## src/rtl/bm_dag2_pkg.sv

```systemverilog
// Shared types and helpers for the two-bit DAG microbenchmark result path.
package bm_dag2_pkg;

  typedef enum logic [1:0] {
    S_IDLE,
    S_WARMUP,
    S_CAPTURE,
    S_DRAIN
  } sink_state_t;

  localparam int DAG2_BITS = 2;

  // Rotate-left-by-one over the low `width` bits, then XOR in the new sample.
  function automatic logic [31:0] rotxor(input logic [31:0] sum, input logic [31:0] data,
                                         input int width);
    logic [31:0] mask;
    mask = (32'd1 << width) - 32'd1;
    return ((((sum << 1) | (sum >> (width - 1))) & mask) ^ data) & mask;
  endfunction

endpackage

```

## src/rtl/bm_dag2_sink_fifo.sv

```systemverilog
// Synchronous FIFO with a registered head (no fall-through: a push into an empty FIFO is visible next cycle).
// A push into a full FIFO is accepted only when a pop happens in the same cycle.
module bm_dag2_sink_fifo #(
  parameter int DEPTH = 8,
  parameter int WIDTH = 3,
  localparam int AW   = $clog2(DEPTH)
) (
  input  logic             clock,
  input  logic             reset,
  input  logic             push,
  input  logic             pop,
  input  logic [WIDTH-1:0] wdata,
  output logic [WIDTH-1:0] rdata,
  output logic             full,
  output logic             empty,
  output logic [AW:0]      count
);

  logic [WIDTH-1:0] mem [DEPTH];
  logic [AW-1:0]    wr_ptr;
  logic [AW-1:0]    rd_ptr;
  logic [AW-1:0]    rd_nxt;
  logic             do_push;
  logic             do_pop;

  assign full    = (count == (AW+1)'(DEPTH));
  assign empty   = (count == '0);
  assign do_pop  = pop & ~empty;
  assign do_push = push & (~full | do_pop);
  assign rd_nxt  = rd_ptr + 1'b1;

  always_ff @(posedge clock) begin
    if (reset) begin
      wr_ptr <= '0;
      rd_ptr <= '0;
      count  <= '0;
      rdata  <= '0;
    end else begin
      if (do_push) wr_ptr <= wr_ptr + 1'b1;
      if (do_pop)  rd_ptr <= rd_nxt;
      if (do_push & ~do_pop)      count <= count + 1'b1;
      else if (do_pop & ~do_push) count <= count - 1'b1;
      // Head register tracks the entry that will be at rd_ptr after this cycle.
      if (do_pop) begin
        if (count == (AW+1)'(1)) begin
          if (do_push) rdata <= wdata;
        end else begin
          rdata <= mem[rd_nxt];
        end
      end else if (do_push & empty) begin
        rdata <= wdata;
      end
    end
  end

  always_ff @(posedge clock) begin
    if (do_push) mem[wr_ptr] <= wdata;
  end

endmodule

```

## src/rtl/bm_dag2_result_sink.sv

```systemverilog
// Framed capture of {in1,in0} after a warm-up, buffered in a FIFO and drained over ready/valid.
// DAG2_SINK_CHECKSUM_EN adds a rotate-XOR checksum of accepted samples; otherwise checksum reads 0.
module bm_dag2_result_sink
  import bm_dag2_pkg::*;
#(
  parameter int BITS      = DAG2_BITS,
  parameter int DEPTH     = 8,
  parameter int WARMUP    = 3,
  parameter int FRAME_LEN = 16
) (
  input  logic            clock,
  input  logic            reset,
  input  logic            start,
  input  logic [BITS-1:0] in0,
  input  logic            in1,
  output logic [BITS:0]   out_data,
  output logic            out_valid,
  input  logic            out_ready,
  output logic            busy,
  output logic            done,
  output logic            overflow,
  output logic [BITS:0]   checksum
);

  localparam int AW = $clog2(DEPTH);
  localparam int CW = $clog2(WARMUP + FRAME_LEN + 1) + 1;

  sink_state_t   state;
  logic [CW-1:0] cnt;
  logic [BITS:0] sample;
  logic          push;
  logic          pop;
  logic          push_ok;
  logic          full;
  logic          empty;
  logic          drain_empty;
  logic [AW:0]   count;

  assign sample      = {in1, in0};
  assign pop         = out_valid & out_ready;
  assign push        = (state == S_CAPTURE);
  assign push_ok     = ~full | pop;
  assign out_valid   = ~empty;
  // No pushes happen in DRAIN, so the FIFO is empty next cycle if it is now or its last entry leaves.
  assign drain_empty = empty | ((count == (AW+1)'(1)) & pop);

  bm_dag2_sink_fifo #(
    .DEPTH (DEPTH),
    .WIDTH (BITS + 1)
  ) u_fifo (
    .clock (clock),
    .reset (reset),
    .push  (push),
    .pop   (pop),
    .wdata (sample),
    .rdata (out_data),
    .full  (full),
    .empty (empty),
    .count (count)
  );

  always_ff @(posedge clock) begin
    if (reset) begin
      state    <= S_IDLE;
      cnt      <= '0;
      busy     <= 1'b0;
      done     <= 1'b0;
      overflow <= 1'b0;
    end else begin
      done <= 1'b0;
      case (state)
        S_IDLE: begin
          if (start) begin
            overflow <= 1'b0;
            cnt      <= '0;
            busy     <= 1'b1;
            state    <= (WARMUP == 0) ? S_CAPTURE : S_WARMUP;
          end
        end
        S_WARMUP: begin
          if (cnt == CW'(WARMUP - 1)) begin
            cnt   <= '0;
            state <= S_CAPTURE;
          end else begin
            cnt <= cnt + 1'b1;
          end
        end
        S_CAPTURE: begin
          if (!push_ok) overflow <= 1'b1;
          if (cnt == CW'(FRAME_LEN - 1)) begin
            cnt   <= '0;
            state <= S_DRAIN;
          end else begin
            cnt <= cnt + 1'b1;
          end
        end
        S_DRAIN: begin
          // done is raised for the single cycle spent empty in DRAIN, then we leave.
          if (done) begin
            busy  <= 1'b0;
            state <= S_IDLE;
          end else if (drain_empty) begin
            done <= 1'b1;
          end
        end
        default: state <= S_IDLE;
      endcase
    end
  end

`ifdef DAG2_SINK_CHECKSUM_EN
  logic [BITS:0] csum;

  always_ff @(posedge clock) begin
    if (reset) begin
      csum <= '0;
    end else if ((state == S_IDLE) && start) begin
      csum <= '0;
    end else if (push && push_ok) begin
      csum <= (BITS+1)'(rotxor(32'(csum), 32'(sample), BITS + 1));
    end
  end

  assign checksum = csum;
`else
  assign checksum = '0;
`endif

endmodule

```

## config.mk

```make
export PLATFORM = sky130hd
export DESIGN_NAME = bm_dag2_result_sink
export DESIGN_NICKNAME = d
export VERILOG_FILES = /design/src/rtl/bm_dag2_pkg.sv /design/src/rtl/bm_dag2_sink_fifo.sv /design/src/rtl/bm_dag2_result_sink.sv
export SDC_FILE = /design/constraint.sdc
export NUM_CORES = 1
export LEC_CHECK = 0
export BUFFER_PORTS_ARGS = -buffer_cell sky130_fd_sc_hd__clkbuf_2
export CORE_MARGIN = 1
export CORE_UTILIZATION = 59
export DETAILED_ROUTE_END_ITERATION = 16
export PLACE_DENSITY = 0.88
export SLEW_MARGIN = 30
export SYNTH_ARGS = -nofsm -noshare
export SYNTH_HDL_FRONTEND = slang
export SYNTH_SLANG_ARGS = --single-unit
```

## constraint.sdc

```tcl
create_clock -name clock -period 3.07 [get_ports clock]
set_clock_uncertainty 0.05 [all_clocks]
set_input_delay 0.4605 -clock clock [delete_from_list [all_inputs] [get_ports clock]]
set_output_delay 0.4605 -clock clock [all_outputs]
set_load 0.02 [all_outputs]
```

==> summary.txt <==
Hold path
  – Hold depth: 2
  – Hold Crit Class: reg -> reg
  – Hold path start: u_fifo.rd_ptr[1]
  – Hold Crit Endpoint: u_fifo.rd_ptr[1]

Clock network
  – Clk sink count: 48
  – Clock Tree Buf Depth: 2
  – Clock-pin transition on the worst setup and hold timing paths: 0.08 ns
  – Setup bufs post-CTS: 0
  – Skew-Pair Late Insertion Delay: 0.30 ns
  – Hold buffer count at CTS: 0
  – Num CTS Buffers: 5
  – CTS resizes: 0
  – CTS tree: built
  – CTS HTree Levels: 2
  – Root buffer cell: clkbuf_8

Worst setup path
  – Worst path required time: 3.20 ns
  – CP endpoint kind: flip-flop
  – WS Path Type: reg -> reg
  – Slowest cell on the critical path: or4_1
  – Reg2Reg Launch Point: state[0]
  – CP max FO: 8
  – CP bufs+invs: 2
  – CP Depth: 9
  – Worst r2r path cells: 9
  – Worst path top cell family by delay: simple AND/OR/NAND/NOR gates
  – Crit path launch type: flip-flop
  – Crit path cell chain: inv_1 > ha_1 > nand2_1 > inv_1 > ha_1 > or4_1 > a21oi_1 > xnor2_1 > nor2_1
  – Crit path from: state[0]
  – Max stage delay on crit path: 0.40 ns
  – Arr. time, crit path: 2.55 ns
  – Flop2flop setup slack: 0.65 ns
  – R2R Path End: u_fifo.count[3]

Yosys
  – Ys flop type: edfxtp_1
  – Avg Inst Size Synth: 10.7 um2
  – Synth cell types: 44
  – Synth area leader: edfxtp_1
  – Top-area cell type share of the netlist area: 30.3%
  – Commonest cells post-synth: dfxtp_1, edfxtp_1, nor2_1
  – EDFF count, synth: 24
  – Largest cells by area after synthesis: edfxtp_1, dfxtp_1, ha_1
  – Async SR Flop Fraction: 0%
  – Syn. warnings: 0
  – Sequential area share after synthesis: 50.4%
  – Flops & latches, synth: 48
  – Synth Instances: 222
  – Post-Syn Area: 2380 um2

Routing
  – Drt first pass iters: 4
  – Vias post-DR: 1,638
  – Residual DRC count: 0
  – Iter 0 DRT Violations: 80
  – WL/cell: 15.4 um
  – Vias per cell: 5.79
  – Final wirelength: 4350 um
  – Post-route ant nets: 0

STA
  – RSZ-0062 raised after global routing: false
  – Post-route setup TNS: 0 ns
  – Worst-margin pin slew: 0.716 ns
  – Final count of negative-setup-slack endpoints: 0
  – Fmax: 414 MHz
  – Fin crit period: 2.42 ns
  – Rel. slew slack: 51.8%
  – Final-report hold violation count: 0
  – Period utilisation layout: 78.8%
  – Fin. max-slew vios: 0

Cells and area
  – Fraction of layout cells with a size suffix above 1: 11.9%
  – Area added between synthesis and finish: 7.04%
  – Ant diodes: 0
  – Layout Nets: 255
  – Post-layout util: 67.6%

Power and ir drop
  – Net switching power: 0.000873 W
  – Internal: 0.00132 W
  – Leak: 0.970 nW
  – Comb power frac: 45.4%
  – Sw Share: 39.9%
  – PwrDens: 858 nW/um2
  – Sequential power share: 38.6%
  – Maximum VDD drop: 0.579 mV
  – Clock power frac: 16.0%

GRT
  – Largest net degree at the start of global routing: 19
  – Antenna violations before repair: 0
  – GR Util All Layers: 22.1%
  – Vias in the first global route: 1,447
  – First-pass GRT wire length: 6890 um
  – Total gr overflow: 0

Floorplanning
  – Die H: 65.5 um
  – Core Box Area: 3770 um2
  – # rows: 22
  – Die X: 65.5 um
  – Full die area: 4300 um2
  – IO Count: 17
  – Initial Util: 63.2%

Placed design
  – DP HPWL: 3110 um
  – Buffers on Ports: 13
  – RD Place Congestion: 0.795

Status
  – Outcome: completed

Flow run
  – Max Cap Viol: 0
==> power by group through the flow <==
stage          clock network, W  registers (W)  logic, W
4_1_cts                0.000360       0.000844  0.000992
5_1_grt                0.000391       0.000857   0.00110
3_3_place_gp                  0       0.000854  0.000946
6_report               0.000350       0.000844  0.000994
3_5_place_dp                  0       0.000858  0.000979
2_1_floorplan                 0       0.000860  0.000763
==> placed cells by master, fill, tap and decap left out, drive strengths merged, types with 2 or more instances in the layout <==
master and count:
a21oi 11, mux4 3, nor3 13, nor4 4, edfxtp 24, nand2 19, mux2i 8, dfxtp 24
clkbuf 18, o2111ai 3, a31oi 3, inv 11, nor2 20, nand2b 4, or4 2, nand3 9
xor2 5, ha 14, xnor2 7, nor3b 7, o21ai 2, conb 3, clkinv 2
==> final cells by class <==
cell class                 count  area [um2]
clock buffer                   5        68.8
clock inverter                 3        13.8
fill                         269        1220
inverter                      11        41.3
multi-input combinational    154        1090
sequential                    48        1200
tap                           48        60.1
timing repair buffer          14        72.6
==> kinds of logic (layout without fill, tap and decap cells) <==
family	count (synthesis)	in the layout	share of synthesized area, %
flops	48	48	50.4
simple gates	85	85	18.1
other cells	1	3	0.157
fa+ha+maj	14	14	7.35
xor+xnor	12	12	5.20
compound gates	29	29	8.51
mux	11	11	6.20
buf+inv	22	33	4.04
==> per-layer routing <==
layer  track usage, %  up-vias  share of wire [%]
met3             6.08        4                4.6
met2             33.6       34                 46
met4             7.61        0               0.41
met5                0        -                  0
li1                 -      819                  -
met1             30.1      781                 49
==> per-stage QoR <==
step / setup slack (ns) / std cells / hold WS, ns / instance area (um2) / total power (W)
after floorplan: 0.744 / 224 / 0.390 / 2390 / 0.00162
after global placement: 0.697 / 275 / 0.408 / 2470 / 0.00180
after detailed placement: 0.608 / 275 / 0.413 / 2470 / 0.00184
after CTS: 0.643 / 283 / 0.424 / 2550 / 0.00220
after global routing: 0.469 / 283 / 0.429 / 2550 / 0.00235
final: 0.652 / 283 / 0.419 / 2550 / 0.00219
==> how the worst max path moves through the flow <==
stage | end
global placement | u_fifo.count[3]
global route | u_fifo.count[3]
detailed placement | u_fifo.count[3]
floorplan | u_fifo.count[3]
finish | u_fifo.count[3]
CTS | u_fifo.count[3]
==> registers in the layout (all words and copies together) (netlist names) <==
register / cells
busy: 1
cnt: 6
done: 1
overflow: 1
state: 2
u_fifo.count: 4
u_fifo.mem: 24
u_fifo.rd_ptr: 3
u_fifo.rdata: 3
u_fifo.wr_ptr: 3
==> worst min-delay path, delay by kind of cell, from the launching register on <==
kind             cells  cell delay (ns)
AND/OR/NAND/NOR      1             0.05
AO/OA/AOI/OAI        1             0.05
flip-flops           1             0.32
Power figures use the tool's default switching activity.
